===== src/rtl/sync_filter.sv =====
// sync_filter: per-channel multi-flop synchronizer followed by a persistence
// (glitch) filter, with registered rise/fall pulses and sticky change flags.
//
// Build option: define SYNC_FILTER_EN to compile in the counter-based filter.
// Without it, no counters are built, FILT_CYCLES is unused, and q_filt simply
// registers q_sync every edge. Edge pulses and sticky flags behave the same
// in both builds.
//
// All state is reset synchronously by an active-high rst.

module sync_filter #(
   parameter int WIDTH       = 4,
   parameter int STAGES      = 2,
   parameter int FILT_CYCLES = 4
) (
   input  logic             clk,
   input  logic             rst,
   input  logic [WIDTH-1:0] din,
   input  logic             evt_clr,
   output logic [WIDTH-1:0] q_sync,
   output logic [WIDTH-1:0] q_filt,
   output logic [WIDTH-1:0] rise,
   output logic [WIDTH-1:0] fall,
   output logic [WIDTH-1:0] evt_sticky
);

   // Elaboration-time parameter legality checks.
   generate
      if (STAGES < 2) begin : g_bad_stages
         $error("sync_filter: STAGES must be >= 2");
      end
      if (FILT_CYCLES < 1) begin : g_bad_filt
         $error("sync_filter: FILT_CYCLES must be >= 1");
      end
   endgenerate

   // ------------------------------------------------------------------
   // Synchronizer chain
   // ------------------------------------------------------------------
   logic [WIDTH-1:0] sync_q [STAGES];
   logic [WIDTH-1:0] sync_d [STAGES];

   // Next value of each synchronizer stage: stage 0 samples din, the rest shift.
   always_comb begin
      sync_d[0] = din;
      for (int s = 1; s < STAGES; s++) begin
         sync_d[s] = sync_q[s-1];
      end
   end

   // Synchronizer flops.
   always_ff @(posedge clk) begin
      if (rst) begin
         for (int s = 0; s < STAGES; s++) begin
            sync_q[s] <= '0;
         end
      end else begin
         for (int s = 0; s < STAGES; s++) begin
            sync_q[s] <= sync_d[s];
         end
      end
   end

   logic [WIDTH-1:0] q_sync_w;
   assign q_sync_w = sync_q[STAGES-1];

   // ------------------------------------------------------------------
   // Filtered level
   // ------------------------------------------------------------------
   logic [WIDTH-1:0] q_filt_q;
   logic [WIDTH-1:0] q_filt_d;

`ifdef SYNC_FILTER_EN
   // Each counter holds how many consecutive edges q_sync has disagreed with
   // q_filt; it only ever reaches FILT_CYCLES-1 before the level is accepted.
   localparam int CW = $clog2(FILT_CYCLES + 1);
   localparam logic [CW-1:0] CNT_LAST = CW'(FILT_CYCLES - 1);

   logic [CW-1:0] cnt_q [WIDTH];
   logic [CW-1:0] cnt_d [WIDTH];

   // Persistence filter: accept a new level on the FILT_CYCLES-th consecutive
   // differing edge; any agreement in between discards the partial count.
   always_comb begin
      q_filt_d = q_filt_q;
      for (int i = 0; i < WIDTH; i++) begin
         cnt_d[i] = cnt_q[i];
         if (q_sync_w[i] == q_filt_q[i]) begin
            cnt_d[i] = '0;
         end else if (cnt_q[i] == CNT_LAST) begin
            cnt_d[i]    = '0;
            q_filt_d[i] = q_sync_w[i];
         end else begin
            cnt_d[i] = cnt_q[i] + 1'b1;
         end
      end
   end

   // Filter counters.
   always_ff @(posedge clk) begin
      if (rst) begin
         for (int i = 0; i < WIDTH; i++) begin
            cnt_q[i] <= '0;
         end
      end else begin
         for (int i = 0; i < WIDTH; i++) begin
            cnt_q[i] <= cnt_d[i];
         end
      end
   end
`else
   // Unfiltered build: q_filt is q_sync delayed by one edge.
   always_comb begin
      q_filt_d = q_sync_w;
   end
`endif

   // ------------------------------------------------------------------
   // Edge pulses and sticky flags
   // ------------------------------------------------------------------
   logic [WIDTH-1:0] rise_q;
   logic [WIDTH-1:0] rise_d;
   logic [WIDTH-1:0] fall_q;
   logic [WIDTH-1:0] fall_d;
   logic [WIDTH-1:0] sticky_q;
   logic [WIDTH-1:0] sticky_d;

   // Pulses are decoded from the q_filt transition being registered this edge,
   // so they line up with the first cycle q_filt shows its new value. A new
   // set takes priority over a coincident clear.
   always_comb begin
      rise_d   = q_filt_d & ~q_filt_q;
      fall_d   = ~q_filt_d & q_filt_q;
      sticky_d = evt_clr ? '0 : sticky_q;
      sticky_d = sticky_d | rise_d | fall_d;
   end

   // Filtered level, pulse and sticky registers.
   always_ff @(posedge clk) begin
      if (rst) begin
         q_filt_q <= '0;
         rise_q   <= '0;
         fall_q   <= '0;
         sticky_q <= '0;
      end else begin
         q_filt_q <= q_filt_d;
         rise_q   <= rise_d;
         fall_q   <= fall_d;
         sticky_q <= sticky_d;
      end
   end

   assign q_sync     = q_sync_w;
   assign q_filt     = q_filt_q;
   assign rise       = rise_q;
   assign fall       = fall_q;
   assign evt_sticky = sticky_q;

endmodule


===== config.mk =====
export PLATFORM = sky130hd
export DESIGN_NAME = sync_filter
export DESIGN_NICKNAME = d
export VERILOG_FILES = /design/src/rtl/sync_filter.sv
export SDC_FILE = /design/constraint.sdc
export NUM_CORES = 1
export LEC_CHECK = 0
export BUFFER_PORTS_ARGS = -buffer_cell sky130_fd_sc_hd__buf_2
export CAP_MARGIN = 20
export CORE_AREA = 5 5 49 51
export DETAILED_ROUTE_END_ITERATION = 16
export DIE_AREA = 0 0 54 56
export GPL_TIMING_DRIVEN = 0
export PLACE_DENSITY_LB_ADDON = 0.25
export SLEW_MARGIN = 10
export SYNTH_ARGS = -nofsm -noshare
export SYNTH_HDL_FRONTEND = slang
export SYNTH_SLANG_ARGS = --single-unit

===== constraint.sdc =====
create_clock -name clk -period 0.95 [get_ports clk]
set_clock_uncertainty 0.2 [all_clocks]
set_input_delay 0.1425 -clock clk [delete_from_list [all_inputs] [get_ports clk]]
set_output_delay 0.1425 -clock clk [all_outputs]
set_load 0.05 [all_outputs]

# Word-level counts from Yosys, hierarchy flattened
# Memory sizes are Yosys's and may differ from the RTL's.
# Cells that the tools add are included.
# op_classes
div	0
bitwise_logic	8
n_mul	0
n_eq_ne	0
n_mux	6
add_sub_neg	0
order_cmp	0
reduce_logical	0
shift	0
# op_table
op	count
$mux W4	3
$and A4 B4 Y4	2
$not A4 Y4	2
$or A4 B4 Y4	2
$mux W1	3
$or A1 B1 Y1	2
# totals
wordCells	19
latchBits	0
output_inout_bits	20
rom_bits	0
input_bits	7
ramBits	8
memories	1
ff_bits	16
# mem_list
memory	words	width	rd	rd_clocked_by_memory_dff	write_ports	line_no	source
sync_q	2	4	2	0	2	40	logic [WIDTH-1:0] sync_q [STAGES];

# Depth between registers and ports, before layout
# Gate-level depths: netlist of the first run.
# logic_depth
word_depth	4
depth_mapped	3
ltp_nobuf	2

# Least setup slack after synthesis of the first run
# Ideal clock, no wire load.
# synth_timing
path_type	register to register
from	memory sync_q[1][0] (netlist: sync_q[0][4])
to	register rise_q[0] (netlist: rise[0])
t_arrival_ps	1010
stages_incl_launch_ff	3
path_buffers	0
setup_ps	58
slack_ps	-318
synth_period_minus_slack_ps	1268
required_ps	692
path_cell_list	dfxtp_1 > nor2b_2 > and2b_1
# synth_lines
item	line_no	source
from (decl)	40	
to (signal assigned)	147	rise_q <= rise_d;
to (decl)	121	logic [WIDTH-1:0] rise_q;

# Worst setup path in the final report of the first run
# layout_timing
from	register q_filt_q[0] (netlist: q_filt[0])
to	output port q_filt[0]
# layout_lines
item	line_no	source
from (decl)	70	logic [WIDTH-1:0] q_filt_q;
from (signal assigned)	146	q_filt_q <= q_filt_d;
to (decl)	21	output logic [WIDTH-1:0] q_filt,
# No word-level cell between the ends.

==> flow_metrics.env, run 1 <==
export IMPL_die_h_um=56
export IMPL_timing_worst_slew_pin_value_ns=0.129
export IMPL_level_count_of_the_clock_h_tree=1
export IMPL_antenna_diode_count=0
export IMPL_number_of_fill_cells_in_the_layout=127
export IMPL_hold_start="evt_clr"
export IMPL_post_route_period_util=1.24
export IMPL_synthAdderAreaFrac=0
export IMPL_detail_route_drc_violations=0
export IMPL_cts_root_buffer_cell="sky130_fd_sc_hd__clkbuf_4"
export IMPL_pre_cts_ws_ns=-0.0285
export IMPL_clockBufferDepth=2
export IMPL_slew_limit_headroom=0.914
export IMPL_fin_crit_ns=1.18
export IMPL_post_dp_hpwl_um=949
export IMPL_port_buffers=26
export IMPL_min_path_cells=3
export IMPL_timing_hold_violations_final=14
export IMPL_hold_end="evt_sticky[1]"
export IMPL_antenna_left=0
export IMPL_status="complete, but fails checks"
export IMPL_worstPathCellList="buf_8"
export IMPL_peakVddDrop_mv=0.652
export IMPL_timing_critical_path_fanout_max=4
export IMPL_syn2layout_area_growth_pct=81.9
export IMPL_synth_avg_cell_area_um2=12.9
export IMPL_synth_cell_area_um2=746
export IMPL_mostFrequentLayoutCells="sky130_fd_sc_hd__buf_8, sky130_fd_sc_hd__buf_6, sky130_fd_sc_hd__dfxtp_2, sky130_fd_sc_hd__nor2b_1, sky130_fd_sc_hd__dfxtp_4"
export IMPL_ys_top_cells_by_area="sky130_fd_sc_hd__dfxtp_1, sky130_fd_sc_hd__nor2b_1, sky130_fd_sc_hd__nor3b_2, sky130_fd_sc_hd__xnor2_1, sky130_fd_sc_hd__and2b_1"
export IMPL_multiInputGateArea_um2=295
export IMPL_worst_reg2reg_path_endpoint="rise[2]"
export IMPL_ys_warnings_count=0
export IMPL_post_synth_mux_area_share=0
export IMPL_critical_path_startpoint_type="flip-flop"
export IMPL_layout_cells_non_filler=128
export IMPL_postSynthCellCount=58
export IMPL_arrival_time_at_the_worst_endpoint_ns=0.83
export IMPL_synth_cell_types=9
export IMPL_avgRoutedWirePerCell_um=12.3
export IMPL_clkTransAtPathRegs_ns=0.12
export IMPL_setup_worst_path_class="flip-flop to primary output"
export IMPL_die_area_um2=3020
export IMPL_dp_cells=111
export IMPL_grt_total_usage=0.114
export IMPL_critical_path_top_delay_family="flip-flops"
export IMPL_length_in_cells_of_the_worst_reg_to_reg_path=3
export IMPL_cts_sink_count=24
export IMPL_cp_buffers_inverters=1
export IMPL_leakage_nw=0.562
export IMPL_synthDominantAreaCellType="sky130_fd_sc_hd__dfxtp_1"
export IMPL_hold_class="input pin to flip-flop"
export IMPL_placed_area_um2=960
export IMPL_routed_via_count=546
export IMPL_rsz0062_at_grt="yes"
export IMPL_drt_pre_antenna_iters=4
export IMPL_io_pins=27
export IMPL_drv_slew=0
export IMPL_first_global_vias=565
export IMPL_grt_antenna_before_repair=0
export IMPL_detail_route_iter0_violations=6
export IMPL_synth_simple_gate_area_share=0.252
export IMPL_reg_to_reg_slack_setup_ns=-0.12
export IMPL_synth_ff_latch_count=24
export IMPL_final_layout_size_suffix_gt1_frac=0.703
export IMPL_cp_slowest_stage_delay_ns=0.39
export IMPL_hold_buffers=4
export IMPL_floorplan_core_area_um2=1900
export IMPL_failed_checks="hold timing, setup timing"
export IMPL_floorplan_initialDensity=0.392
export IMPL_finalSetupViolCount=28
export IMPL_postRouteWirelength_um=1580
export IMPL_row_count=16
export IMPL_cts_tree="built"
export IMPL_critPathRequiredTime_ns=0.61
export IMPL_main_combinational_cell_family_by_area_after_synthesis="simple AND/OR/NAND/NOR gates"
export IMPL_timing_max_cap_violations=0
export IMPL_synth_compound_area_share=0.0268
export IMPL_reg2reg_from="sync_q[0][6]"
export IMPL_grt_start_max_net_pins=14
export IMPL_part_of_the_yosys_area_used_for_sequential_elements=0.644
export IMPL_grt_overflow_total=0
export IMPL_endpoint_kind="primary output"
export IMPL_floorplan_die_width_um=54
export IMPL_worst_skew_pair_late_latency_ns=0.30
export IMPL_mostFrequentLayoutCell="sky130_fd_sc_hd__buf_8"
export IMPL_cts_inserted_buffers=3
export IMPL_post_synth_xor_area_fraction=0.0470
export IMPL_share_of_yosys_cell_area_claimed_by_the_top_area_cell_type=0.644
export IMPL_postLayoutCellArea_um2=1360
export IMPL_hold_slack_ns=-0.0524
export IMPL_nNetsFinal=109
export IMPL_post_dr_vias_cell=4.27
export IMPL_final_critical_path_setup_slack_ns=-0.226
export IMPL_fmax_mhz=850
export IMPL_layout_area_seq_um2=526
export IMPL_globalplace_congestion=0.624
export IMPL_wire_length_of_the_first_global_routing_pass_um=2500
export IMPL_syn_num_nets=65
export IMPL_cp_depth=1
export IMPL_crit_slowest_cell="sky130_fd_sc_hd__dfxtp_4"
export IMPL_pwr_density_cell_nw_per_um2=1340
[final cells by class]
cell class                      count  area share
Buffer                              2      0.0166
Clock buffer                        4      0.0194
Multi-Input combinational cell     32       0.218
Sequential cell                    24       0.387
Tap cell                           27      0.0249
Timing Repair Buffer               39       0.334
[where the power goes]
part           internal (mW)  switching (mW)  leakage, nW
sequential              1.03          0.0284        0.208
combinational          0.163           0.164        0.340
clock                  0.163           0.268       0.0150
[state kept, by name, summed over array words and instances, names as in the netlist]
name / cells
rise: 4
q_filt: 4
fall: 4
evt_sticky: 4
sync_q: 8
[metrics by stage]
| stage | power, mW | TNS [ns] | util |
|---|---|---|---|
| after floorplan | 1.24 | -0.142 | - |
| after global placement | 1.29 | -0.0487 | 0.505 |
| after detailed placement | 1.29 | -0.104 | 0.505 |
| after CTS | 1.81 | -4.68 | 0.678 |
| after global routing | 1.91 | -5.78 | 0.713 |
| final | 1.82 | -4.65 | 0.713 |
[repair_timing]
| item | 4_1_cts | 5_1_grt |
|---|---|---|
| setup endpoints to repair | 21 | 31 |
| gates resized for setup | 65 | 12 |
| setup buffers | 8 | 1 |
| hold endpoints to repair | 14 | 14 |
| pin swaps | 1 | 5 |
[cells in the mapped netlist]
| cell | number |
|---|---|
| sky130_fd_sc_hd__xnor2_1 | 4 |
| sky130_fd_sc_hd__and2b_1 | 4 |
| sky130_fd_sc_hd__nor2b_1 | 9 |
| sky130_fd_sc_hd__nand2b_1 | 4 |
| sky130_fd_sc_hd__a21oi_1 | 4 |
| sky130_fd_sc_hd__buf_6 | 2 |
| sky130_fd_sc_hd__dfxtp_1 | 24 |
| sky130_fd_sc_hd__nor3b_2 | 4 |
| sky130_fd_sc_hd__nor2b_2 | 3 |
[logic make-up after synthesis]
logic type	Yosys count
AOI/OAI and AO/OA	4
buffers and inverters	2
xor gates and xnor gates	4
DFF	24
and+or+nand+nor	24
[worst max-delay path by stage]
stage,startpoint,to,slack [ns]
final,q_filt[0],q_filt[0],-0.23
after global routing,q_filt[0],q_filt[0],-0.27
after CTS,q_filt[0],q_filt[0],-0.23
after detailed placement,rst,fall[1],-0.03
after global placement,rst,fall[3],-0.02
after floorplan,sync_q[0][7],rise[3],-0.04
[layer usage]
metal	global-route usage	part of all wire
met1	0.110	0.34
met2	0.220	0.58
met3	0.0268	0.075
met4	0.0427	0.0082
met5	0	0
Power figures use the tool's default switching activity.
==> run 2: changes to the inputs <==
--- a/config.mk
+++ b/config.mk
@@ -10,7 +10,6 @@
 export CORE_AREA = 5 5 49 51
 export DETAILED_ROUTE_END_ITERATION = 16
 export DIE_AREA = 0 0 54 56
-export GPL_TIMING_DRIVEN = 0
 export PLACE_DENSITY_LB_ADDON = 0.25
 export SLEW_MARGIN = 10
 export SYNTH_ARGS = -nofsm -noshare
==> flow_metrics.env, run 2 (same netlist as run 1, synthesis figures left out) <==
export IMPL_slew_limit_headroom=0.912
export IMPL_cts_tree="built"
export IMPL_fmax_mhz=840
export IMPL_arrival_time_at_the_worst_endpoint_ns=0.85
export IMPL_grt_total_usage=0.102
export IMPL_row_count=16
export IMPL_largest_register_ff_count=8
export IMPL_die_h_um=56
export IMPL_port_buffers=26
export IMPL_antenna_diode_count=0
export IMPL_wire_length_of_the_first_global_routing_pass_um=2230
export IMPL_antenna_left=0
export IMPL_mostFrequentLayoutCells="sky130_fd_sc_hd__buf_8, sky130_fd_sc_hd__dfxtp_2, sky130_fd_sc_hd__buf_6, sky130_fd_sc_hd__nor2b_1, sky130_fd_sc_hd__dfxtp_4"
export IMPL_hold_slack_ns=-0.0785
export IMPL_worst_skew_pair_late_latency_ns=0.31
export IMPL_floorplan_core_area_um2=1900
export IMPL_fin_crit_ns=1.19
export IMPL_failed_checks="hold timing, setup timing"
export IMPL_globalplace_congestion=0.615
export IMPL_dp_cells=111
export IMPL_cts_inserted_buffers=3
export IMPL_nNetsFinal=110
export IMPL_cts_sink_count=24
export IMPL_postRouteWirelength_um=1600
export IMPL_groute_layer_met2_usage=0.163
export IMPL_floorplan_die_width_um=54
export IMPL_finalSetupTns_ns=-5.03
export IMPL_cts_root_buffer_cell="sky130_fd_sc_hd__clkbuf_4"
export IMPL_endpoint_kind="primary output"
export IMPL_pre_cts_ws_ns=0.00343
export IMPL_timing_critical_path_fanout_max=2
export IMPL_grt_busiest_layer="met2"
export IMPL_layout_area_seq_um2=526
export IMPL_critical_path_startpoint_type="flip-flop"
export IMPL_leakage_nw=0.581
export IMPL_worstPathCellList="buf_8"
export IMPL_level_count_of_the_clock_h_tree=1
export IMPL_post_dr_vias_cell=4.17
export IMPL_rsz0062_at_grt="yes"
export IMPL_number_of_fill_cells_in_the_layout=124
export IMPL_pwr_density_cell_nw_per_um2=1380
export IMPL_finalSetupViolCount=30
export IMPL_drt_pre_antenna_iters=1
export IMPL_mostFrequentLayoutCell="sky130_fd_sc_hd__buf_8"
export IMPL_clkTransAtPathRegs_ns=0.12
export IMPL_grt_start_max_net_pins=14
export IMPL_floorplan_initialDensity=0.392
export IMPL_critPathRequiredTime_ns=0.61
export IMPL_timing_max_cap_violations=0
export IMPL_cp_slowest_stage_delay_ns=0.39
export IMPL_grt_overflow_total=0
export IMPL_die_area_um2=3020
export IMPL_placed_area_um2=977
export IMPL_first_global_vias=503
export IMPL_detail_route_drc_violations=0
export IMPL_drv_slew=0
export IMPL_io_pins=27
export IMPL_post_dp_hpwl_um=818
export IMPL_detail_route_iter0_violations=0
export IMPL_timing_hold_violations_final=14
export IMPL_layout_cells_non_filler=129
export IMPL_post_route_period_util=1.25
export IMPL_postLayoutCellArea_um2=1400
export IMPL_setup_worst_path_class="flip-flop to primary output"
export IMPL_final_layout_size_suffix_gt1_frac=0.735
export IMPL_cp_buffers_inverters=1
export IMPL_layout_core_utilization=0.734
export IMPL_multiInputGateArea_um2=307
export IMPL_avgRoutedWirePerCell_um=12.4
export IMPL_syn2layout_area_growth_pct=87.1
export IMPL_grt_antenna_before_repair=0
export IMPL_timing_worst_slew_pin_value_ns=0.132
export IMPL_clockBufferDepth=2
export IMPL_groute_layer_met3_usage=0.0322
export IMPL_final_critical_path_setup_slack_ns=-0.240
export IMPL_hold_buffers=4
export IMPL_top_register="sync_q"
export IMPL_critical_path_top_delay_family="flip-flops"
export IMPL_hold_class="input pin to flip-flop"
export IMPL_crit_slowest_cell="sky130_fd_sc_hd__dfxtp_4"
export IMPL_status="complete, but fails checks"
export IMPL_peakVddDrop_mv=1.16
export IMPL_gr_usage_met1=0.122
export IMPL_fin_total_pwr_mw=1.93
export IMPL_routed_via_count=538
[run 2: cell types whose count changed in the layout (fill, tap and decap cells not counted), sizes merged]
cell,before,now
buf,37,38
[run 2: where the power goes]
| part | switching (mW) | leakage (nW) | internal [mW] |
|---|---|---|---|
| combinational | 0.170 | 0.352 | 0.173 |
| sequential | 0.0250 | 0.208 | 1.03 |
| clock | 0.294 | 0.0210 | 0.234 |
[run 2: repair_timing]
action                                 4_1_cts  5_1_grt
pin swaps                                    2        6
gates resized for setup                     64       13
setup endpoints to repair                   21       33
endpoints found under the hold margin       20       17
setup buffers                                8        2
[run 2: final cells by class]
type,count,share of cell area
well taps,27,0.0242
repair buffers,42,0.353
multi-input cells,32,0.220
clock buffers,4,0.0260
flip-flops and latches,24,0.377
[run 2: per-layer routing]
layer,up-vias,routed length [um],share of wire
met5,-,0,0
li1,269,-,-
met1,246,632,0.39
met4,0,23,0.014
met2,20,814,0.51
met3,3,131,0.082
[run 2: path summary, 6_finish.rpt]
kind | depth (start not counted) | start | endpoint | slack, ns
min | 3 | evt_clr | evt_sticky[0] | -0.08
min reg2reg | 1 | sync_q[0][3] | sync_q[0][7] | 0.24
max | 1 | q_filt[2] | q_filt[2] | -0.24
max reg2reg | 3 | sync_q[0][5] | rise[1] | -0.14
==> run 3: changes to the inputs <==
--- a/config.mk
+++ b/config.mk
@@ -7,9 +7,9 @@
 export LEC_CHECK = 0
 export BUFFER_PORTS_ARGS = -buffer_cell sky130_fd_sc_hd__buf_2
 export CAP_MARGIN = 20
-export CORE_AREA = 5 5 49 51
+export CORE_AREA = 5 5 47 49
 export DETAILED_ROUTE_END_ITERATION = 16
-export DIE_AREA = 0 0 54 56
+export DIE_AREA = 0 0 52 54
 export PLACE_DENSITY_LB_ADDON = 0.25
 export SLEW_MARGIN = 10
 export SYNTH_ARGS = -nofsm -noshare
==> constraint.sdc (replaced) <==
create_clock -name clk -period 1.1 [get_ports clk]
set_clock_uncertainty 0.2 [all_clocks]
set_input_delay 0.165 -clock clk [delete_from_list [all_inputs] [get_ports clk]]
set_output_delay 0.165 -clock clk [all_outputs]
set_load 0.05 [all_outputs]
==> flow_metrics.env, run 3 (same netlist as run 1, synthesis figures left out) <==
export IMPL_die_h_um=54
export IMPL_finalSetupViolCount=20
export IMPL_drt_pre_antenna_iters=3
export IMPL_setup_worst_path_class="flip-flop to primary output"
export IMPL_syn2layout_area_growth_pct=80.4
export IMPL_cts_root_buffer_cell="sky130_fd_sc_hd__clkbuf_4"
export IMPL_grt_start_max_net_pins=14
export IMPL_fin_total_pwr_mw=1.65
export IMPL_critPathRequiredTime_ns=0.73
export IMPL_post_dp_hpwl_um=843
export IMPL_fin_crit_ns=1.19
export IMPL_cp_buffers_inverters=1
export IMPL_grt_total_usage=0.114
export IMPL_failed_checks="hold timing, setup timing"
export IMPL_fmax_mhz=839
export IMPL_first_global_vias=523
export IMPL_final_layout_size_suffix_gt1_frac=0.686
export IMPL_cts_tree="built"
export IMPL_crit_slowest_cell="sky130_fd_sc_hd__dfxtp_4"
export IMPL_timing_critical_path_fanout_max=2
export IMPL_floorplan_initialDensity=0.409
export IMPL_critical_path_top_delay_family="flip-flops"
export IMPL_worst_skew_pair_late_latency_ns=0.30
export IMPL_hold_slack_ns=-0.00578
export IMPL_avgRoutedWirePerCell_um=11.5
export IMPL_routed_via_count=545
export IMPL_post_route_period_util=1.08
export IMPL_globalplace_congestion=0.683
export IMPL_endpoint_kind="primary output"
export IMPL_wire_length_of_the_first_global_routing_pass_um=2290
export IMPL_leakage_nw=0.577
export IMPL_timing_worst_slew_pin_value_ns=0.175
export IMPL_cp_slowest_stage_delay_ns=0.38
export IMPL_floorplan_die_width_um=52
export IMPL_grt_antenna_before_repair=0
export IMPL_drv_slew=0
export IMPL_post_dr_vias_cell=4.13
export IMPL_timing_max_cap_violations=0
export IMPL_status="complete, but fails checks"
export IMPL_top_register="sync_q"
export IMPL_rsz0062_at_grt="yes"
export IMPL_number_of_fill_cells_in_the_layout=117
export IMPL_timing_hold_violations_final=3
export IMPL_level_count_of_the_clock_h_tree=1
export IMPL_worstPathCellList="buf_8"
export IMPL_critical_path_startpoint_type="flip-flop"
export IMPL_io_pins=27
export IMPL_nNetsFinal=113
export IMPL_mostFrequentLayoutCells="sky130_fd_sc_hd__buf_8, sky130_fd_sc_hd__dfxtp_2, sky130_fd_sc_hd__buf_4, sky130_fd_sc_hd__nor2b_1"
export IMPL_detail_route_iter0_violations=2
export IMPL_pwr_density_cell_nw_per_um2=1230
export IMPL_slew_limit_headroom=0.883
export IMPL_clkTransAtPathRegs_ns=0.13
export IMPL_floorplan_core_area_um2=1820
export IMPL_row_count=16
export IMPL_hold_buffers=6
export IMPL_die_area_um2=2810
export IMPL_grt_overflow_total=0
export IMPL_hold_class="input pin to flip-flop"
export IMPL_antenna_diode_count=0
export IMPL_arrival_time_at_the_worst_endpoint_ns=0.83
export IMPL_pre_cts_ws_ns=0.103
export IMPL_port_buffers=26
export IMPL_final_critical_path_setup_slack_ns=-0.0919
export IMPL_mostFrequentLayoutCell="sky130_fd_sc_hd__buf_8"
export IMPL_detail_route_drc_violations=0
export IMPL_largest_register_ff_count=8
export IMPL_cts_inserted_buffers=3
export IMPL_cts_sink_count=24
export IMPL_postRouteWirelength_um=1520
export IMPL_antenna_left=0
export IMPL_peakVddDrop_mv=1.04
export IMPL_clockBufferDepth=2
-- run 3: cell count changes in the layout (fill, tap and decap cells not counted) --
cell and change:
sky130_fd_sc_hd__buf_4 +6, sky130_fd_sc_hd__dlygate4sd3_1 +2, sky130_fd_sc_hd__buf_12 -1, sky130_fd_sc_hd__nor2b_2 +2, sky130_fd_sc_hd__buf_6 -6, sky130_fd_sc_hd__xnor2_2 -2, sky130_fd_sc_hd__dfxtp_2 +4, sky130_fd_sc_hd__xnor2_1 +3
sky130_fd_sc_hd__a21oi_2 -1, sky130_fd_sc_hd__xnor2_4 -1, sky130_fd_sc_hd__nor2b_4 -2, sky130_fd_sc_hd__a21oi_1 +1, sky130_fd_sc_hd__dfxtp_4 -4, sky130_fd_sc_hd__buf_8 +2
-- run 3: layout make-up --
| type | instances | area [um2] | area share |
|---|---|---|---|
| clock buffer | 4 | 36.3 | 0.0270 |
| multi-input combinational | 32 | 259 | 0.193 |
| sequential | 24 | 515 | 0.383 |
| tap | 27 | 33.8 | 0.0251 |
| timing repair buffer | 45 | 500 | 0.372 |
-- run 3: worst paths after layout --
check	from	end	slack [ns]	cells past startpoint
min	rst	q_filt[0]	-0.006	3
max reg2reg	sync_q[0][6]	rise[2]	0.01	3
min reg2reg	sync_q[0][1]	sync_q[0][5]	0.25	1
max	sync_q[0][7]	q_sync[3]	-0.09	1
-- run 3: per-stage QoR --
| step | area [um2] | utilization | TNS (ns) | hold WS [ns] | instances |
|---|---|---|---|---|---|
| 2_1_floorplan | 756 | - | 0 | 0.0932 | 58 |
| 3_3_place_gp | 925 | 0.508 | 0 | 0.181 | 111 |
| 3_5_place_dp | 925 | 0.508 | 0 | 0.179 | 111 |
| 4_1_cts | 1260 | 0.692 | -1.45 | -0.0115 | 129 |
| 5_1_grt | 1350 | 0.738 | -2.35 | -0.00862 | 132 |
| 6_report | 1350 | 0.738 | -1.43 | -0.00578 | 132 |
-- run 3: timing repair --
action                     in CTS  in global routing
setup endpoints to repair      20                 25
buffers inserted                8                  3
gates cloned                    0                  0
hold endpoints to repair       10                  7
resized for setup              64                 15
-- run 3: per-layer routing --
| layer | vias to the layer above | share of wire | GRT usage |
|---|---|---|---|
| li1 | 276 | - | - |
| met1 | 253 | 0.35 | 0.111 |
| met2 | 14 | 0.59 | 0.220 |
| met3 | 2 | 0.051 | 0.0332 |
| met4 | 0 | 0.0079 | 0.0524 |
| met5 | - | 0 | 0 |
-- run 3: power breakdown --
part | internal [mW] | leakage (nW) | total, mW | switching, mW
clock network | 0.202 | 0.0210 | 0.448 | 0.246
logic | 0.142 | 0.350 | 0.282 | 0.140
registers | 0.899 | 0.206 | 0.921 | 0.0217
total | 1.24 | 0.577 | 1.65 | 0.408
-- run 3: worst reg2reg max path, stage by stage (launching register included) --
cell	delay [ns]
sky130_fd_sc_hd__dfxtp_4	0.37
sky130_fd_sc_hd__buf_4	0.14
sky130_fd_sc_hd__nor2b_2	0.15
sky130_fd_sc_hd__and2b_1	0.15
